<file path="src/rtl/mux_n_pipe.sv">
// mux_n_pipe: N:1 word multiplexer behind a two-entry valid/ready output stage.
// The main register drives MuxOut and the skid register catches one extra word
// so the upstream can keep streaming while the downstream stalls for a cycle.
// SelErr latches any accepted out-of-range select until ErrClr.
module mux_n_pipe #(
  parameter int WORD_SIZE = 32,
  parameter int NUM_IN    = 4,
  parameter int SEL_WIDTH = 2
) (
  input  logic                        Clk,
  input  logic                        Reset_n,
  input  logic [NUM_IN*WORD_SIZE-1:0] MuxIn,
  input  logic [SEL_WIDTH-1:0]        Sel,
  input  logic                        InValid,
  output logic                        InReady,
  output logic [WORD_SIZE-1:0]        MuxOut,
  output logic                        OutValid,
  input  logic                        OutReady,
  output logic                        SelErr,
  input  logic                        ErrClr
);

  typedef enum logic [1:0] {
    ST_EMPTY = 2'd0,
    ST_ONE   = 2'd1,
    ST_FULL  = 2'd2
  } state_t;

  state_t               state_q, state_d;
  logic [WORD_SIZE-1:0] main_q, main_d;
  logic [WORD_SIZE-1:0] skid_q, skid_d;
  logic                 err_q, err_d;

  logic [WORD_SIZE-1:0] words [NUM_IN];
  logic [WORD_SIZE-1:0] sel_word;
  logic                 sel_hit;
  logic                 accept;
  logic                 consume;

  // Unpack the flat input bus into an indexable word array.
  for (genvar gi = 0; gi < NUM_IN; gi++) begin : g_word
    assign words[gi] = MuxIn[gi*WORD_SIZE +: WORD_SIZE];
  end

  // Select the addressed word; an unmatched select yields zero and flags an error.
  always_comb begin
    sel_word = '0;
    sel_hit  = 1'b0;
    for (int i = 0; i < NUM_IN; i++) begin
      if (Sel == SEL_WIDTH'(i)) begin
        sel_word = words[i];
        sel_hit  = 1'b1;
      end
    end
  end

  // Handshake strobes; readiness comes from the state register alone.
  assign accept  = InValid && (state_q != ST_FULL);
  assign consume = OutReady && (state_q != ST_EMPTY);

  // Next-state, storage and sticky-error update.
  always_comb begin
    state_d = state_q;
    main_d  = main_q;
    skid_d  = skid_q;
    err_d   = err_q;

    unique case (state_q)
      ST_EMPTY: begin
        if (accept) begin
          main_d  = sel_word;
          state_d = ST_ONE;
        end
      end
      ST_ONE: begin
        if (accept && consume) begin
          main_d = sel_word;
        end else if (consume) begin
          state_d = ST_EMPTY;
        end else if (accept) begin
          skid_d  = sel_word;
          state_d = ST_FULL;
        end
      end
      ST_FULL: begin
        if (consume) begin
          main_d  = skid_q;
          state_d = ST_ONE;
        end
      end
      default: begin
        state_d = ST_EMPTY;
      end
    endcase

    // Setting wins over clearing so a simultaneous bad select is never lost.
    if (accept && !sel_hit) begin
      err_d = 1'b1;
    end else if (ErrClr) begin
      err_d = 1'b0;
    end
  end

  // State and data registers; reset discards any held words.
  always_ff @(posedge Clk or negedge Reset_n) begin
    if (!Reset_n) begin
      state_q <= ST_EMPTY;
      main_q  <= '0;
      skid_q  <= '0;
      err_q   <= 1'b0;
    end else begin
      state_q <= state_d;
      main_q  <= main_d;
      skid_q  <= skid_d;
      err_q   <= err_d;
    end
  end

  assign InReady  = (state_q != ST_FULL);
  assign OutValid = (state_q != ST_EMPTY);
  assign MuxOut   = main_q;
  assign SelErr   = err_q;

endmodule

</file>
<file path="config.mk">
export PLATFORM = sky130hd
export DESIGN_NAME = mux_n_pipe
export DESIGN_NICKNAME = d
export VERILOG_FILES = /design/src/rtl/mux_n_pipe.sv
export SDC_FILE = /design/constraint.sdc
export NUM_CORES = 1
export LEC_CHECK = 0
export CAP_MARGIN = 20
export CORE_ASPECT_RATIO = 1.25
export CORE_MARGIN = 1.5
export CORE_UTILIZATION = 42
export CTS_CLUSTER_DIAMETER = 100
export CTS_CLUSTER_SIZE = 12
export DETAILED_ROUTE_END_ITERATION = 7
export GPL_TIMING_DRIVEN = 0
export MAX_ROUTING_LAYER = met4
export PLACE_DENSITY = 0.82
export SYNTH_ARGS = -nofsm -noshare
export SYNTH_HDL_FRONTEND = slang
export SYNTH_SLANG_ARGS = --single-unit
</file>
<file path="constraint.sdc">
create_clock -name Clk -period 1.7 [get_ports Clk]
set_input_delay 0.255 -clock Clk [delete_from_list [all_inputs] [get_ports Clk]]
set_output_delay 0.255 -clock Clk [all_outputs]
set_load 0.01 [all_outputs]
</file>
==> run metrics <==
status=finished clean; full die area=about 9400 um^2; CTS root buf=clkbuf_8; Ant. Diodes=0; WHS=0.00380 ns; clock tree buffer depth=2; Post-synth EDFFs=0; FILL cells=634; drt total wl=10,500 um; Pins Over Slew Limit=0; Slew headroom=between 40% and 50%; synthesis-stage register bit count=67; Tmin final=1.68 ns; # H-tree levels=3; Critical Path End Type=output port; WS Path Type=reg -> out; first-pass detailed-route iteration total=4; top post-synthesis cells by area=dfrtp_1 (45%), mux4_2 (18%), mux2_2 (9.4%); register area share after synthesis=between 40% and 50%; Std-Cell Rows=38; initial antenna violation count=0; max cap viols=0; worst hold path type=in -> async; placed cells=527; global-route wire length before repair=roughly 17,000 um; f_max=597 MHz; Setup Skew=0.0126 ns; worst endpoint required time=~1.4 ns; Slew @ Worst Pin=0.843 ns; most frequent cell after synthesis=dfrtp_1; fin nets=554; CTS Buf Count=9; layout cells sized above 1=between 20% and 30%; FF+latch area=1680 um^2; vias=3,059; grt ovf=0; Commonest cells post-synth=dfrtp_1 (67), a221o_1 (32), and4b_1 (32); final hold vios=0; syn_nets=375; I/O Pins=170; R2R Setup Slk=about 0.050 ns; Iter 0 DRT Violations=about 140; Tot GR Track Use=a little under a quarter; area leader, netlist=dfrtp_1; LEAKAGE=0.00239 uW; number of global-route vias before repair=3,362; ys flop type=dfrtp_1; largest net degree at the start of global routing=68; count of cell types in the netlist=25; die width=86.9 um; Post-synth ARST share=100%; Power per Cell Area=1050 nW/um^2; clk slew on worst S/H paths=0.08 ns; Die H=108 um; Starting Density=43.0%; vias per cell=around 5.6; Syn Area/Cell=15.4 um^2; IO buf count=167; floorplan core area=8610 um^2; Synth Instances=240; Synth warnings=0; arrival time at the worst endpoint=1.42 ns; RSZ-0062 raised after global routing=true; hold buffers post-CTS=0; Final Non-Filler Cells=544; final setup vio count=0; CTS tree=built; Post-route DRC=0; mapped cell area=3700 um^2; critical path launch point type=flip-flop; total power=between 6000 and 7000 uW; P&R area growth vs syn=57.1%; area share of the leading cell type in the synthesized netlist=45.3%; ANT nets after route=0; hpwl dp=7700 um; fin crit share=98.5%; IR Drop Worst-Case VDD=roughly 0.48 mV; Crit Path Max Fanout=10; footprint of the multi-input gates=1830 um^2; WL/cell=roughly 19 um; RePlAce Congestion=0.802; worst skew pair latency=0.34 ns; TritonCTS Sinks=67
state kept, by name, summed over array words and instances, names as in the netlist:
register	count
MuxOut	32
SelErr	1
state_q	2
skid_q	32
report_power, final:
part | switching [uW] | total (uW) | internal [uW]
clock | 637 | 1500 | 865
combinational | 761 | 2130 | 1370
sequential | 304 | 2470 | 2160
total | 1700 | 6100 | 4390
per-layer routing:
| layer | up-vias | part of all wire, % | GRT usage, % |
|---|---|---|---|
| li1 | 1364 | - | - |
| met1 | 1568 | 40 | 28.9 |
| met2 | 119 | 54 | 41.0 |
| met3 | 8 | 5.3 | 4.45 |
| met4 | 0 | 0.56 | 6.45 |
| met5 | - | 0 | - |
cells by family after synthesis:
family                 share of synthesized area [%]
AOI/OAI and AO/OA                               9.54
buffers and inverters                           5.14
DFF                                             45.3
muxes                                           29.4
and+or+nand+nor                                 10.5
repair_timing:
action,CTS,global route
endpoints found under the setup margin,64,52
resized for setup,26,7
setup buffers,1,0
layout make-up:
cell class / count / share of cell area [%]
clock inverter: 6 / 1.53
clock buffer: 10 / 2.37
buffer: 30 / 4.24
timing repair buffer: 168 / 28.8
multi-input combinational: 143 / 31.6
sequential: 67 / 28.9
tap: 120 / 2.59
metrics by stage:
step | setup WS, ns | setup TNS, ns | area, um^2 | util [%]
finish | 0.0248 | 0 | 5810 | 67.5
global route | -0.0320 | -0.324 | 5810 | 67.5
CTS | 0.0000799 | 0 | 5790 | 67.3
detailed placement | -0.609 | -33.58 | 5520 | 64.1
global placement | -1.80 | -153.29 | 5520 | 64.1
floorplan | 0.142 | 0 | 3700 | -
worst max-delay path: stages, from the launching register on:
cell      delay, ns
dfrtp_1        0.39
clkbuf_8       0.16
clkbuf_8       0.16
or2_4          0.25
buf_6          0.12
path summary, 6_finish.rpt:
check / start / to / depth (start not counted)
setup / recovery: state_q[1] / OutValid / 4
hold / removal: Reset_n / MuxOut[27] / 1
setup reg to reg: state_q[1] / MuxOut[20] / 5
hold reg to reg: skid_q[1] / skid_q[1] / 1
max in group asynchronous: Reset_n / skid_q[16] / 1
min in group Clk: OutReady / MuxOut[27] / 3
cell usage in the layout, fill, tap and decap left out, drive strengths merged:
master	n
a21oi	3
nand2	2
a221o	32
and4b	32
and2b	1
clkdlybuf4s50	164
o22ai	1
bufinv	2
mux2	32
buf	19
and3b	1
nand2b	2
o21a	1
clkbuf	25
or2	1
dfrtp	67
clkinv	2
mux4	32
nor2b	2
clkinvlp	2
and2	1
Power figures use the tool's default switching activity.
